## config.mk

```make
export PLATFORM = sky130hd
export DESIGN_NAME = codec_intf
export DESIGN_NICKNAME = d
export VERILOG_FILES = /design/src/rtl/eq_pkg.sv /design/src/rtl/codec_intf_i2s_shift.sv /design/src/rtl/codec_intf.sv
export SDC_FILE = /design/constraint.sdc
export NUM_CORES = 1
export LEC_CHECK = 0
export ABC_AREA = 1
export CORE_MARGIN = 10
export CORE_UTILIZATION = 50
export DETAILED_ROUTE_END_ITERATION = 7
export PLACE_DENSITY = 0.75
export REMOVE_ABC_BUFFERS = 1
export SLEW_MARGIN = 20
export SYNTH_ARGS = -nofsm -noshare
export SYNTH_HDL_FRONTEND = slang
export SYNTH_HIERARCHICAL = 1
export SYNTH_SLANG_ARGS = --single-unit
export TNS_END_PERCENT = 30
```

## constraint.sdc

```tcl
create_clock -name clk -period 6.8 [get_ports clk]
set_clock_uncertainty 0.2 [all_clocks]
set_input_delay 2.04 -clock clk [delete_from_list [all_inputs] [get_ports clk]]
set_output_delay 2.04 -clock clk [all_outputs]
set_load 0.02 [all_outputs]
```

## src/rtl/eq_pkg.sv

```systemverilog
// Shared constants for the CODEC I2S interface.
// Counter, sample and slot geometry used by codec_intf and i2s_shift.
package eq_pkg;

   localparam int CNT_W    = 11;
   localparam int SMP_W    = 16;
   localparam int SLOT_MSB = 1;
   localparam int SLOT_LSB = 16;

   localparam logic [CNT_W-1:0] FRAME_END = 11'h7FF;
   localparam logic [4:0]       RX_PHASE  = 5'h0F;
   localparam logic [4:0]       TX_PHASE  = 5'h1F;

   function automatic logic in_data(input logic [5:0] slot);
      return (slot >= 6'(SLOT_MSB)) && (slot <= 6'(SLOT_LSB));
   endfunction

endpackage

```

## src/rtl/codec_intf_i2s_shift.sv

```systemverilog
// One channel of the I2S datapath: rx deserializer plus tx shadow word.
// The tx bit is selected by index so timing decode stays in the top.
module i2s_shift
   import eq_pkg::*;
(
   input  logic             clk,
   input  logic             rst,
   input  logic             rx_en,
   input  logic             rx_bit,
   input  logic             load,
   input  logic [SMP_W-1:0] load_data,
   input  logic [3:0]       tx_idx,
   output logic [SMP_W-1:0] rx_data,
   output logic             tx_bit
);

   logic [SMP_W-1:0] shadow;

   always_ff @(posedge clk) begin
      if (rst) begin
         rx_data <= '0;
         shadow  <= '0;
      end else begin
         if (rx_en)
            rx_data <= {rx_data[SMP_W-2:0], rx_bit};
         if (load)
            shadow <= load_data;
      end
   end

   assign tx_bit = shadow[tx_idx];

endmodule

```

## src/rtl/codec_intf.sv

```systemverilog
// I2S CODEC interface: clock generation, frame timing, rx/tx per channel.
// Define CODEC_LOOPBACK_EN to reload the tx words from the rx words.
module codec_intf
   import eq_pkg::*;
(
   input  logic             clk,
   input  logic             rst,
   input  logic [SMP_W-1:0] lft_in,
   input  logic [SMP_W-1:0] rht_in,
   input  logic             SDout,
   output logic [SMP_W-1:0] lft_out,
   output logic [SMP_W-1:0] rht_out,
   output logic             valid,
   output logic             MCLK,
   output logic             SCLK,
   output logic             LRCLK,
   output logic             SDin,
   output logic             RSTn
);

   logic [CNT_W-1:0] cnt;
   logic [1:0]       frames;
   logic [1:0]       frames_nxt;
   logic [5:0]       slot;
   logic [5:0]       nxt_slot;
   logic [3:0]       tx_idx;
   logic             chan;
   logic             rx_fire;
   logic             tx_fire;
   logic             frame_end;
   logic [SMP_W-1:0] rx_l;
   logic [SMP_W-1:0] rx_r;
   logic [SMP_W-1:0] ld_l;
   logic [SMP_W-1:0] ld_r;
   logic             tx_l;
   logic             tx_r;

   assign chan      = cnt[10];
   assign slot      = {1'b0, cnt[9:5]};
   assign nxt_slot  = slot + 6'd1;
   assign tx_idx    = 4'(6'(SLOT_LSB) - nxt_slot);
   assign rx_fire   = (cnt[4:0] == RX_PHASE) && in_data(slot);
   assign tx_fire   = (cnt[4:0] == TX_PHASE);
   assign frame_end = (cnt == FRAME_END);
   assign frames_nxt = (frames == 2'd3) ? 2'd3 : frames + 2'd1;

`ifdef CODEC_LOOPBACK_EN
   assign ld_l = rx_l;
   assign ld_r = rx_r;
`else
   assign ld_l = lft_in;
   assign ld_r = rht_in;
`endif

   i2s_shift u_lft (
      .clk(clk), .rst(rst),
      .rx_en(rx_fire && !chan), .rx_bit(SDout),
      .load(frame_end), .load_data(ld_l),
      .tx_idx(tx_idx), .rx_data(rx_l), .tx_bit(tx_l)
   );

   i2s_shift u_rht (
      .clk(clk), .rst(rst),
      .rx_en(rx_fire && chan), .rx_bit(SDout),
      .load(frame_end), .load_data(ld_r),
      .tx_idx(tx_idx), .rx_data(rx_r), .tx_bit(tx_r)
   );

   always_ff @(posedge clk) begin
      if (rst) begin
         cnt     <= '0;
         frames  <= '0;
         lft_out <= '0;
         rht_out <= '0;
         valid   <= 1'b0;
         MCLK    <= 1'b0;
         SCLK    <= 1'b0;
         LRCLK   <= 1'b0;
         SDin    <= 1'b0;
         RSTn    <= 1'b0;
      end else begin
         cnt   <= cnt + CNT_W'(1);
         MCLK  <= cnt[1];
         SCLK  <= cnt[4];
         LRCLK <= cnt[10];
         valid <= 1'b0;
         if (tx_fire)
            SDin <= in_data(nxt_slot) ? (chan ? tx_r : tx_l) : 1'b0;
         if (frame_end) begin
            lft_out <= rx_l;
            rht_out <= rx_r;
            RSTn    <= 1'b1;
            // the frame that raises RSTn is not counted
            if (RSTn) begin
               frames <= frames_nxt;
               valid  <= frames_nxt[1];
            end
         end
      end
   end

endmodule

```

==> impl_metrics.prom <==
# TYPE chip_impl_metric gauge
chip_impl_metric{name="power_leakage",unit="nW"} 2.16
chip_impl_metric{name="post_cts.resized_instances",unit=""} 0
chip_impl_metric{name="drtPass1Iterations",unit=""} 4
chip_impl_metric{name="worst_setup_hold_path_clk_slew",unit="ps"} 60
chip_impl_metric{name="worst_slew_margin_rel",unit="%"} 46.9
chip_impl_info{name="rsz0062_at_grt",value="no"} 1
chip_impl_metric{name="cp_slowest_stage_delay",unit="ps"} 650
chip_impl_metric{name="synth_compound_area_share",unit="%"} 16.1
chip_impl_metric{name="clkLatencyLatePin",unit="ps"} 510
chip_impl_metric{name="netlist_area",unit="um2"} 4910
chip_impl_metric{name="clock_tree.htree_level_count",unit=""} 4
chip_impl_info{name="critical_path.cell_chain",value="clkdlybuf4s50_1"} 1
chip_impl_metric{name="fin_crit_sh",unit="%"} 55.9
chip_impl_info{name="critical-path-top-delay-family",value="buffers and inverters"} 1
chip_impl_info{name="hold_path_class",value="flip-flop to flip-flop"} 1
chip_impl_metric{name="antenna_cells_inserted",unit=""} 0
chip_impl_metric{name="nets",unit=""} 713
chip_impl_metric{name="core-area",unit="um2"} 9680
chip_impl_metric{name="total_stage_count_of_the_critical_path",unit=""} 1
chip_impl_metric{name="drive_above_1_share",unit="%"} 16.1
chip_impl_metric{name="clock_path_buffers",unit=""} 2
chip_impl_metric{name="share_of_cell_area_taken_by_muxes_after_synthesis",unit="%"} 0
chip_impl_metric{name="maxCapViolCount",unit=""} 0
chip_impl_metric{name="route.detailed.drc",unit=""} 0
chip_impl_info{name="outcome",value="finished clean"} 1
chip_impl_metric{name="dpl.hpwl",unit="mm"} 7.01
chip_impl_metric{name="routabilityCongestion",unit=""} 0.835
chip_impl_metric{name="final_antenna_net_count",unit=""} 0
chip_impl_metric{name="grt_antenna_before_repair",unit=""} 0
chip_impl_metric{name="grt_util_all_layers",unit="%"} 14.8
chip_impl_metric{name="synthSimpleGateAreaFrac",unit="%"} 24.7
chip_impl_metric{name="wire_length_of_the_first_global_routing_pass",unit="mm"} 17.7
chip_impl_metric{name="cts-buffers-inserted",unit=""} 17
chip_impl_metric{name="regToRegSetupSlack",unit="ps"} 3590
chip_impl_metric{name="routed_via_density",unit=""} 4.89
chip_impl_metric{name="critPathMaxFanout",unit=""} 5
chip_impl_metric{name="io-pin-count",unit=""} 73
chip_impl_info{name="worst_hold_startpoint",value="cnt[1]"} 1
chip_impl_metric{name="number_of_vias_in_the_routed_layout",unit=""} 3998
chip_impl_metric{name="min_delay_path_depth",unit=""} 2
chip_impl_metric{name="flop_and_latch_count_out_of_synthesis",unit=""} 115
chip_impl_metric{name="synthDistinctLibCells",unit=""} 29
chip_impl_metric{name="area.growth.synth_to_final",unit="%"} 24.2
chip_impl_metric{name="seq_total_area_yosys",unit="%"} 46.9
chip_impl_metric{name="power.density_cell_area",unit="nW/um2"} 252
chip_impl_metric{name="detail_route.wl_per_cell",unit="um"} 12.8
chip_impl_metric{name="via_count_of_the_first_global_routing_pass",unit=""} 3872
chip_impl_metric{name="avgSynthCellArea",unit="um2"} 8.04
chip_impl_metric{name="finalSetupTns",unit="ps"} 0
chip_impl_metric{name="report.final.setup_viol",unit=""} 0
chip_impl_metric{name="final-max-slew-violation-count",unit=""} 0
chip_impl_info{name="timing.critical_path.from",value="RSTn"} 1
chip_impl_metric{name="starting_density_of_the_core",unit="%"} 50.7
chip_impl_metric{name="finalHoldViolations",unit=""} 0
chip_impl_info{name="cts_tree",value="yes"} 1
chip_impl_metric{name="maximum_number_of_pins_on_one_net_before_global_route_repair",unit=""} 62
chip_impl_metric{name="die-area",unit="um2"} 14200
chip_impl_metric{name="clock_sinks",unit=""} 115
chip_impl_metric{name="worst-r2r-cell-count",unit=""} 12
chip_impl_metric{name="stdcell_count",unit=""} 818
chip_impl_info{name="critPathSlowestCell",value="sky130_fd_sc_hd__clkdlybuf4s50_1"} 1
chip_impl_metric{name="chipHeight",unit="um"} 119
chip_impl_metric{name="post_synthesis_share_of_cell_area_spent_on_xor_and_xnor_gates",unit="%"} 0.535
chip_impl_metric{name="hold_buffers",unit=""} 0
chip_impl_info{name="launching_element_type_of_the_critical_path",value="flip-flop"} 1
chip_impl_metric{name="std_cell_rows",unit=""} 36
chip_impl_metric{name="path_buf_inv",unit=""} 1
chip_impl_metric{name="endpoint_arrival_time_on_the_critical_path",unit="ps"} 1560
chip_impl_metric{name="chipWidth",unit="um"} 119
chip_impl_metric{name="max_slew.worst_pin.slew",unit="ps"} 791
chip_impl_metric{name="wl",unit="mm"} 10.5
chip_impl_metric{name="io_buffer_count",unit=""} 72
chip_impl_metric{name="whs",unit="ps"} 257
chip_impl_info{name="cts_root_cell",value="sky130_fd_sc_hd__clkbuf_8"} 1
chip_impl_metric{name="post_synthesis_adder_cell_area_fraction",unit="%"} 1.53
chip_impl_metric{name="power.ir.vdd_worst",unit="mV"} 0.149
chip_impl_metric{name="postCtsSetupBuffers",unit=""} 0
chip_impl_metric{name="layout_min_cycle_time",unit="ps"} 3800
chip_impl_metric{name="worst_path_required_time",unit="ps"} 4560
chip_impl_info{name="timing_worst_setup_path_type",value="flip-flop to output port"} 1
chip_impl_info{name="reg2reg_from",value="cnt[5]"} 1
chip_impl_info{name="worst_setup_path_end_kind",value="output port"} 1
chip_impl_info{name="synth_top_cells_by_area",value="sky130_fd_sc_hd__dfxtp_1 47%, sky130_fd_sc_hd__nand2_1 12%, sky130_fd_sc_hd__a21oi_2 5.2%"} 1
chip_impl_metric{name="synth_largest_type_area_fraction",unit="%"} 46.9
chip_impl_metric{name="synth.yosys.warnings",unit=""} 6
chip_impl_metric{name="timing.fmax",unit="GHz"} 0.263
chip_impl_metric{name="detail_route.iter0.violations",unit=""} 242
chip_impl_info{name="endpoint_of_the_worst_hold_timing_path",value="MCLK"} 1
chip_impl_info{name="yosysTopAreaCell",value="sky130_fd_sc_hd__dfxtp_1"} 1
chip_impl_metric{name="post-place-cells",unit=""} 786
chip_impl_metric{name="globalRoute.totalOverflow",unit=""} 0
chip_impl_metric{name="netlist_instances",unit=""} 611
chip_impl_info{name="critical_path.reg2reg.endpoint",value="SDin"} 1
chip_impl_info{name="dominant_combinational_cell_family_by_area_after_synthesis",value="simple AND/OR/NAND/NOR gates"} 1
[kinds of logic (layout without fill, tap and decap cells)]
| kind of cell | Yosys count | count (layout) |
|---|---|---|
| simple gates | 279 | 279 |
| compound gates | 118 | 118 |
| flops | 115 | 115 |
| buf+inv | 90 | 164 |
| fa+ha+maj | 6 | 6 |
| xor+xnor | 3 | 3 |
[metrics by stage]
stage	setup WS [ps]	area (um2)	utilization, %	power [mW]
final	3000	6100	63.0	1.54
after global placement	3160	5540	57.2	0.728
after CTS	2980	6100	63.0	1.55
after floorplan	4100	4640	-	0.696
after detailed placement	3140	5540	57.2	0.729
after global routing	2930	6100	63.0	1.59
[how the worst max path moves through the flow]
stage                                  end
after floorplan                       RSTn
after global placement    u_lft/rx_data[6]
after detailed placement  u_lft/rx_data[5]
after CTS                             RSTn
after global routing                  RSTn
final                                 RSTn
[area by class of cell]
type / count / area (um2)
fill: 827 / 3580
sequential: 115 / 2300
multi-input combinational: 406 / 2110
timing repair buffer: 74 / 733
clock buffer: 17 / 414
inverter: 58 / 228
tap: 133 / 166
clock inverter: 15 / 146
[registers in the layout (all words and copies together) (netlist names)]
| register | count |
|---|---|
| lft_out | 16 |
| rht_out | 16 |
| u_lft/rx_data | 16 |
| u_lft/shadow | 16 |
| u_rht/rx_data | 16 |
| u_rht/shadow | 16 |
| cnt | 11 |
| frames | 2 |
| LRCLK | 1 |
| MCLK | 1 |
| RSTn | 1 |
| SCLK | 1 |
| SDin | 1 |
| valid | 1 |
[placed cells by master (no fill, tap or decap), types with 2 or more instances in the layout]
master	synthesis	routed
sky130_fd_sc_hd__nand2_1	158	158
sky130_fd_sc_hd__dfxtp_1	115	115
sky130_fd_sc_hd__clkdlybuf4s50_1	0	71
sky130_fd_sc_hd__inv_1	52	52
sky130_fd_sc_hd__a21oi_1	49	49
sky130_fd_sc_hd__nor2_1	47	46
sky130_fd_sc_hd__nand3_1	33	33
sky130_fd_sc_hd__nand2_2	31	31
sky130_fd_sc_hd__a21oi_2	29	29
sky130_fd_sc_hd__a211oi_1	24	24
sky130_fd_sc_hd__clkbuf_16	0	16
sky130_fd_sc_hd__inv_6	1	7
sky130_fd_sc_hd__o21ai_0	7	7
sky130_fd_sc_hd__ha_1	6	6
sky130_fd_sc_hd__clkinvlp_4	0	4
sky130_fd_sc_hd__o21ai_1	4	4
sky130_fd_sc_hd__a211oi_2	4	4
sky130_fd_sc_hd__nor3_1	3	3
sky130_fd_sc_hd__nor2_4	3	3
sky130_fd_sc_hd__inv_2	3	3
sky130_fd_sc_hd__buf_4	5	3
sky130_fd_sc_hd__xnor2_1	2	2
sky130_fd_sc_hd__nand4_1	2	2
sky130_fd_sc_hd__clkinv_4	0	2
sky130_fd_sc_hd__inv_4	2	2
[power breakdown]
group	switching (mW)	total, mW	internal (mW)	leakage (nW)
sequential	0.00122	0.677	0.676	0.926
combinational	0.0173	0.0369	0.0196	0.973
clock	0.333	0.826	0.493	0.264
total	0.352	1.54	1.19	2.16
[Yosys cell counts (all sizes together)]
master	number
nor2	50
dfxtp	115
o21ai	11
xnor2	2
o21a	1
nand4	2
buf	27
clkbuf	5
nor4	1
nand2	189
ha	6
xor2	1
inv	58
nor3	3
a21oi	78
a211oi	28
nand3	34
[metal layers]
| layer | vias to the layer above | part of all wire (%) | GRT usage [%] |
|---|---|---|---|
| li1 | 2088 | - | - |
| met1 | 1833 | 46 | 17.3 |
| met2 | 69 | 49 | 24.4 |
| met3 | 8 | 4.2 | 5.20 |
| met4 | 0 | 1.2 | 5.65 |
| met5 | - | 0 | 0 |
(Power assumes the default switching activity.)
